[src/rtl/sysid_reader.sv]
// sysid_reader
// Avalon-MM read master that fetches the system ID word (BASE_ADDR+0) and the
// build timestamp word (BASE_ADDR+4) from the sysid slave and compares them
// against the values this firmware build expects. The check runs once after
// reset when AUTO_START is set and can be rerun with a start pulse.
//
// Optional feature macro: SYSID_READER_TIMEOUT_EN
//   When defined, a per-read watchdog of TIMEOUT_CYCLES cycles moves the block
//   to an ERROR state if the slave never accepts or never answers a read.
//   When undefined, the block waits indefinitely and 'error' is tied low.
//
// Ports
//   clk                clock, all logic on the rising edge
//   reset              asynchronous active-high reset
//   start              one-cycle request to run or rerun the check
//   avm_address        registered byte address of the current read
//   avm_read           registered read request
//   avm_waitrequest    slave stall
//   avm_readdata       read data
//   avm_readdatavalid  read response strobe
//   busy               sequence in progress
//   done               sequence finished, held until the next start
//   id_ok / ts_ok      captured words equal the expected values
//   error              watchdog expired
//   id_value/ts_value  last captured ID and timestamp words

module sysid_reader #(
  parameter logic [31:0] BASE_ADDR      = 32'h0,
  parameter logic [31:0] EXPECTED_ID    = 32'd17734393,
  parameter logic [31:0] EXPECTED_TS    = 32'd1318966812,
  parameter bit          AUTO_START     = 1'b1,
  parameter int unsigned TIMEOUT_CYCLES = 1023
) (
  input  logic        clk,
  input  logic        reset,
  input  logic        start,
  output logic [31:0] avm_address,
  output logic        avm_read,
  input  logic        avm_waitrequest,
  input  logic [31:0] avm_readdata,
  input  logic        avm_readdatavalid,
  output logic        busy,
  output logic        done,
  output logic        id_ok,
  output logic        ts_ok,
  output logic        error,
  output logic [31:0] id_value,
  output logic [31:0] ts_value
);

  localparam logic [31:0] ID_ADDR = BASE_ADDR;
  localparam logic [31:0] TS_ADDR = BASE_ADDR + 32'd4;

  // The watchdog counter is 16 bits wide, so the limit must fit in it.
  if (TIMEOUT_CYCLES < 1 || TIMEOUT_CYCLES > 65535) begin : g_bad_timeout
    $error("sysid_reader: TIMEOUT_CYCLES must be in 1..65535");
  end

  typedef enum logic [2:0] {
    IDLE,
    RD_ID,
    WAIT_ID,
    RD_TS,
    WAIT_TS,
    DONE,
    ERROR
  } state_t;

  state_t      state, state_n;
  logic        auto_pending, auto_n;
  logic        read_n, busy_n, done_n, id_ok_n, ts_ok_n;
  logic [31:0] addr_n, id_value_n, ts_value_n;
  logic        in_seq;
  logic        rsp_event;

  // A response only counts while one of the WAIT states is actually waiting.
  assign in_seq    = (state == RD_ID) || (state == WAIT_ID) ||
                     (state == RD_TS) || (state == WAIT_TS);
  assign rsp_event = ((state == WAIT_ID) || (state == WAIT_TS)) && avm_readdatavalid;

`ifdef SYSID_READER_TIMEOUT_EN
  localparam logic [15:0] LIMIT = 16'(TIMEOUT_CYCLES - 1);

  logic [15:0] cnt, cnt_n;
  logic        err_q, err_n;

  assign error = err_q;
`else
  assign error = 1'b0;
`endif

  // State and every output are registered together; the combinational block
  // below only decides their next values.
  always_ff @(posedge clk or posedge reset) begin
    if (reset) begin
      state        <= IDLE;
      auto_pending <= AUTO_START;
      avm_read     <= 1'b0;
      avm_address  <= ID_ADDR;
      busy         <= 1'b0;
      done         <= 1'b0;
      id_ok        <= 1'b0;
      ts_ok        <= 1'b0;
      id_value     <= 32'd0;
      ts_value     <= 32'd0;
`ifdef SYSID_READER_TIMEOUT_EN
      cnt          <= 16'd0;
      err_q        <= 1'b0;
`endif
    end else begin
      state        <= state_n;
      auto_pending <= auto_n;
      avm_read     <= read_n;
      avm_address  <= addr_n;
      busy         <= busy_n;
      done         <= done_n;
      id_ok        <= id_ok_n;
      ts_ok        <= ts_ok_n;
      id_value     <= id_value_n;
      ts_value     <= ts_value_n;
`ifdef SYSID_READER_TIMEOUT_EN
      cnt          <= cnt_n;
      err_q        <= err_n;
`endif
    end
  end

  // Next-state and next-output logic. The start edge only arms the sequence;
  // the ID read is raised on the following edge. The timestamp read is raised
  // on the same edge that captures the ID response, so the two reads are not
  // symmetric in latency.
  always_comb begin
    state_n    = state;
    auto_n     = auto_pending;
    read_n     = avm_read;
    addr_n     = avm_address;
    busy_n     = busy;
    done_n     = done;
    id_ok_n    = id_ok;
    ts_ok_n    = ts_ok;
    id_value_n = id_value;
    ts_value_n = ts_value;
`ifdef SYSID_READER_TIMEOUT_EN
    cnt_n      = cnt;
    err_n      = err_q;
`endif

    case (state)
      IDLE, DONE, ERROR: begin
        if (start || auto_pending) begin
          state_n = RD_ID;
          auto_n  = 1'b0;
          read_n  = 1'b0;
          addr_n  = ID_ADDR;
          busy_n  = 1'b1;
          done_n  = 1'b0;
          id_ok_n = 1'b0;
          ts_ok_n = 1'b0;
`ifdef SYSID_READER_TIMEOUT_EN
          cnt_n   = 16'd0;
          err_n   = 1'b0;
`endif
        end
      end

      RD_ID: begin
        if (!avm_read) begin
          read_n = 1'b1;
        end else if (!avm_waitrequest) begin
          read_n  = 1'b0;
          state_n = WAIT_ID;
        end
      end

      WAIT_ID: begin
        if (avm_readdatavalid) begin
          id_value_n = avm_readdata;
          id_ok_n    = (avm_readdata == EXPECTED_ID);
          state_n    = RD_TS;
          read_n     = 1'b1;
          addr_n     = TS_ADDR;
`ifdef SYSID_READER_TIMEOUT_EN
          cnt_n      = 16'd0;
`endif
        end
      end

      RD_TS: begin
        if (!avm_waitrequest) begin
          read_n  = 1'b0;
          state_n = WAIT_TS;
        end
      end

      WAIT_TS: begin
        if (avm_readdatavalid) begin
          ts_value_n = avm_readdata;
          ts_ok_n    = (avm_readdata == EXPECTED_TS);
          state_n    = DONE;
          busy_n     = 1'b0;
          done_n     = 1'b1;
          addr_n     = ID_ADDR;
        end
      end

      default: begin
        state_n = IDLE;
      end
    endcase

`ifdef SYSID_READER_TIMEOUT_EN
    // A response arriving on the last allowed cycle still wins over the
    // watchdog; otherwise the count runs through both RD and WAIT cycles.
    if (in_seq && !rsp_event) begin
      if (cnt == LIMIT) begin
        state_n = ERROR;
        read_n  = 1'b0;
        addr_n  = ID_ADDR;
        busy_n  = 1'b0;
        done_n  = 1'b1;
        err_n   = 1'b1;
      end else begin
        cnt_n = cnt + 16'd1;
      end
    end
`endif
  end

endmodule

[config.mk]
export PLATFORM = sky130hd
export DESIGN_NAME = sysid_reader
export DESIGN_NICKNAME = d
export VERILOG_FILES = /design/src/rtl/sysid_reader.sv
export SDC_FILE = /design/constraint.sdc
export NUM_CORES = 1
export LEC_CHECK = 0
export CORE_MARGIN = 2
export CORE_UTILIZATION = 45
export CTS_BUF_LIST = sky130_fd_sc_hd__clkbuf_4 sky130_fd_sc_hd__clkbuf_8
export DETAILED_ROUTE_END_ITERATION = 16
export GPL_ROUTABILITY_DRIVEN = 0
export GPL_TIMING_DRIVEN = 0
export PLACE_DENSITY = 0.79
export SLEW_MARGIN = 20
export SYNTH_ARGS = -nofsm -noshare
export SYNTH_HDL_FRONTEND = slang
export SYNTH_SLANG_ARGS = --single-unit
[constraint.sdc]
create_clock -name clk -period 2.9 [get_ports clk]
set_input_delay 0.58 -clock clk [delete_from_list [all_inputs] [get_ports clk]]
set_output_delay 0.58 -clock clk [all_outputs]
set_load 0.03 [all_outputs]
Word level (Yosys, flattened, before mapping)
Cells that the tools add are included.

Register bits: 105. Input port bits: 37. Output and inout bits: 102. Logic and storage cells: 64.

Eq/ne operators: 14. Muxes and demuxes: 25. Reductions and logical operators: 15.

Operators with widths (number): 32-bit two-way mux (3); 32-bit case mux with 3 select lines (1); 32-bit by 25-bit == test with 1-bit output, second input constant (1); 32-bit by 31-bit == test with 1-bit output, second input constant (1); 3-bit two-way mux (6); 3-bit case mux with 5 select lines (1); 2-bit != test, second input constant (6); 3-bit == test, second input constant (3); 1-bit two-way mux (9); 1-bit case mux with 2 select lines (4); 4-bit AND reduction (2); 3-bit by 2-bit == test with 1-bit output, second input constant (2); 2-bit AND reduction (3); 3-bit AND reduction (2); 6-bit AND reduction (1); 1-bit case mux with 4 select lines (1); 2-bit nonzero test (2); 4-bit nonzero test (1); 3-bit by 1-bit == test with 1-bit output, second input constant (1); 3-bit logical NOT (1); 3-bit nonzero test (1); 3-bit OR reduction (1); 1-bit logical OR (1).

Depth between registers and ports, before layout
Depth in word-level cells: 4. Gate-level depth with buffers: 6. Mapped depth without buffers: 4.

Worst setup path after synthesis
Ideal clock, no wire load.

Path type: register to register. Start: register auto_pending. End: register id_ok. Setup time: 0.125 ns. Data arrival time: 1.458 ns. Data required time: 2.775 ns. Path slack: 1.318 ns. Cell stages (with the launch flop): 5. Path buffers: 0. Clock period less this slack: 1.582 ns. Cells stage by stage: dfstp_2 -> o21ai_2 -> and3_1 -> o32ai_1 -> mux2_2.

Longest elaborated chain between the ends: 3.

Ends and longest elaborated chain: from (decl) (line 70) `logic auto_pending, auto_n;`; from (signal assigned) (line 112) `auto_pending <= auto_n;`; 1-bit logical OR (line 150) `if (start || auto_pending) begin`; 2-bit != test (no line); 3-bit AND reduction (no line); to (signal assigned) (line 117) `id_ok <= id_ok_n;`; to (decl) (line 44) `output logic id_ok,`.

No other way between the ends. A chain may end at the register's enable or synchronous reset.

Worst setup path after layout
Start: input port avm_readdatavalid. End: register ts_value[14].

Longest elaborated chain between the ends: 1.

Ends and longest elaborated chain: from (decl) (line 41) `input logic avm_readdatavalid,`; 2-bit AND reduction (no line); to (signal assigned) (line 120) `ts_value <= ts_value_n;`; to (decl) (line 48) `output logic [31:0] ts_value`.

No other way between the ends.

==> impl_metrics.tcl <==
set metrics [dict create \
    synth_seq_area_share 0.543 \
    final_min_period_over_clock_period 0.725 \
    synth_instances 256 \
    timing.final.hold_violations 0 \
    ir_drop_mv 0.772 \
    postSynth.asyncResetShare 1.00 \
    cts_max_path_buffers 2 \
    groute.usage.overall 0.200 \
    syn-cell-area_um2 3410 \
    nFillCells 565 \
    row_count 31 \
    die-width_um 91.1 \
    fmax_mhz 476 \
    r2r_slack_ns 1.16 \
    ant_nets 0 \
    clock_insertion_delay_worst_skew_ns 0.35 \
    synth.distinct_cells 47 \
    start_util 0.468 \
    tritoncts.num_buffers 9 \
    period_needed_ns 2.10 \
    timing.clock.skew_ns 0.00921 \
    clk_pin_slew_ns 0.08 \
    synth.yosys.warnings 0 \
    critical_path_peak_fanout 10 \
    final-setup-viol-count 0 \
    r2r-start "state[0]$_DFFE_PP0P_" \
    synthFlopType "dfrtp_1" \
    numPortBuffers 106 \
    grt_first_pass_wirelength_um 12800 \
    clock_sink_count 74 \
    power_leakage_nw 2.19 \
    drt_first_pass_iters 4 \
    finish.net_count 442 \
    layout-area-overhead-vs-synth_pct 45.3 \
    holdCritStartpoint "auto_pending$_DFFE_PP1P_" \
    timing.slew.headroom 0.645 \
    cts_repair_resize_count 0 \
    die_area_um2 8290 \
    hold-path-endpoint "auto_pending$_DFFE_PP1P_" \
    criticalPathCategory "input pin to register" \
    die_h_um 91.1 \
    antenna-diode-count 0 \
    ioPinCount 139 \
    grt_pass1_vias 2600 \
    drc 0 \
    grt_antenna_before_repair 0 \
    outcome "finished, final reports clean" \
    cts.htree.levels 3 \
    design_power_total_w 0.00574 \
    setup.worst_path.end_class "register" \
    crit_arrival_ns 2.34 \
    holdCritPathClass "register to register" \
    postCtsSetupRepairBufs 0 \
    post-place-ws_ns 0.412 \
    critical_path_required_ns 3.14 \
    r2r_cells 4 \
    setup_slack_after_layout_ns 0.798 \
    slew_violations 0 \
    critical_path.reg2reg.endpoint "ts_value[14]$_DFFE_PP0P_" \
    launching_element_type_of_the_critical_path "input pin" \
    clock_tree_from_tritoncts "done" \
    tightest_slew_ns 0.531 \
    synth-seq-cells 74 \
    power.density_cell_area_nw_per_um2 1160 \
    holdBufCountCts 0 \
    routed_wirelength_um 8070 \
    drt-wirelength-per-cell_um 15.8 \
    postSynthAreaPerCell_um2 13.3 \
    synth_enable_flop_cells 0 \
    dr_total_vias 2466 \
    drt-initial-drc-count 94 \
    grt_start_max_net_pins 39 \
    hold_depth 2 \
    placeableCoreArea_um2 7290 \
    globalRoute.totalOverflow 0 \
    place_hpwl_um 6050 \
    max_cap_violations 0 \
    clk_root_buffer_cell "clkbuf_8" \
    rsz_0062_raised_after_global_routing "no" \
    layout-drive-gt1-share 0.315 \
    via_per_inst 4.84 \
]
through the flow:
step | setup TNS (ns) | instances | cell area (um^2) | hold WS, ns | utilization
floorplan | 0 | 287 | 3530 | 0.461 | -
global placement | -57.25 | 492 | 4710 | 0.462 | 0.646
detailed placement | 0 | 493 | 4730 | 0.478 | 0.649
CTS | 0 | 509 | 4960 | 0.490 | 0.680
global route | 0 | 509 | 4960 | 0.518 | 0.680
finish | 0 | 509 | 4960 | 0.489 | 0.680
sequential cells by signal, summed over array words and instances, names as in the netlist:
signal        flops
state             3
id_ok             1
avm_address       1
busy              1
ts_ok             1
id_value         32
avm_read          1
done              1
auto_pending      1
ts_value         32
where the power goes:
| part | internal [W] | switching [W] |
|---|---|---|
| combinational | 0.00140 | 0.00170 |
| clock | 0.000497 | 0.000395 |
| sequential | 0.00151 | 0.000247 |
layer usage:
metal  GRT usage  routed length, um  share of wire
met5           0                  0              0
met4      0.0871                150          0.019
met3      0.0996                929           0.12
met2       0.309               3730           0.46
met1       0.235               3260           0.40
worst max-delay path by stage:
stage / startpoint / endpoint / depth (start not counted)
2_1_floorplan: reset / avm_address[2]$_DFFE_PP0P_ / 1
3_3_place_gp: reset / ts_value[0]$_DFFE_PP0P_ / 2
3_5_place_dp: avm_readdatavalid / ts_value[11]$_DFFE_PP0P_ / 5
4_1_cts: avm_readdatavalid / ts_value[14]$_DFFE_PP0P_ / 5
5_1_grt: avm_readdatavalid / ts_value[12]$_DFFE_PP0P_ / 5
6_report: avm_readdatavalid / ts_value[14]$_DFFE_PP0P_ / 5
synth_stat cells, types with 2 or more instances:
cell type / number / area [um^2]
buf_4: 35 / 263
nand2_1: 4 / 15.0
nor4b_1: 2 / 17.5
nor2_1: 6 / 22.5
mux2_1: 3 / 33.8
o21bai_1: 3 / 22.5
o211ai_1: 2 / 15.0
dfrtp_1: 73 / 1830
nor3b_1: 2 / 15.0
mux2_2: 62 / 698
a21oi_1: 2 / 10.0
nor4_1: 4 / 25.0
nor2b_1: 2 / 12.5
nand3_1: 2 / 10.0
nand4_1: 4 / 25.0
nor3_4: 2 / 32.5
o21ai_0: 4 / 20.0
buf_6: 4 / 45.0
o32ai_1: 2 / 17.5
nor3_1: 3 / 15.0
nor4bb_1: 2 / 20.0
buf_2: 4 / 20.0
inv_1: 4 / 15.0
nand2b_1: 2 / 12.5
layout by cell type, fill, tap and decap left out, types with 2 or more instances in the layout:
master / Yosys / routed
nand4_1: 4 / 4
nand2b_1: 2 / 2
nor3b_1: 2 / 2
o21bai_1: 3 / 3
buf_6: 4 / 4
inv_1: 4 / 3
buf_4: 35 / 35
nand3_1: 2 / 2
nor3_4: 2 / 2
conb_1: 1 / 32
o32ai_1: 2 / 2
mux2_1: 3 / 3
nor4_1: 4 / 4
nor2b_1: 2 / 2
dfrtp_1: 73 / 73
bufinv_16: 0 / 2
a21oi_1: 2 / 2
mux2_2: 62 / 62
clkdlybuf4s50_1: 0 / 106
nor3_1: 3 / 3
clkbuf_8: 0 / 9
nand2_1: 4 / 4
buf_2: 4 / 4
o211ai_1: 2 / 2
nor4b_1: 2 / 2
nor4bb_1: 2 / 2
nor2_1: 6 / 6
o21ai_0: 4 / 4
cell type report:
class	count	area, um^2	area share
flip-flops and latches	74	1850	0.374
multi-input cells	165	1330	0.268
repair buffers	107	1080	0.218
plain buffers	44	332	0.0669
clock buffers	10	131	0.0265
well taps	99	124	0.0250
clock inverters	6	90.1	0.0182
inverters	4	17.5	0.00353
cells by family after synthesis:
family	synth area share
AO/OA/AOI/OAI	0.0536
buffers and inverters	0.102
flip-flops	0.543
multiplexers	0.215
other	0.00110
AND/OR/NAND/NOR	0.0858
worst max-delay path, stage by stage:
cell,delay [ns]
clkdlybuf4s50_1,0.63
nand2_2,0.12
nor3_4,0.43
buf_6,0.23
mux2_2,0.34
Note: power is estimated with default switching activity, not from simulation.
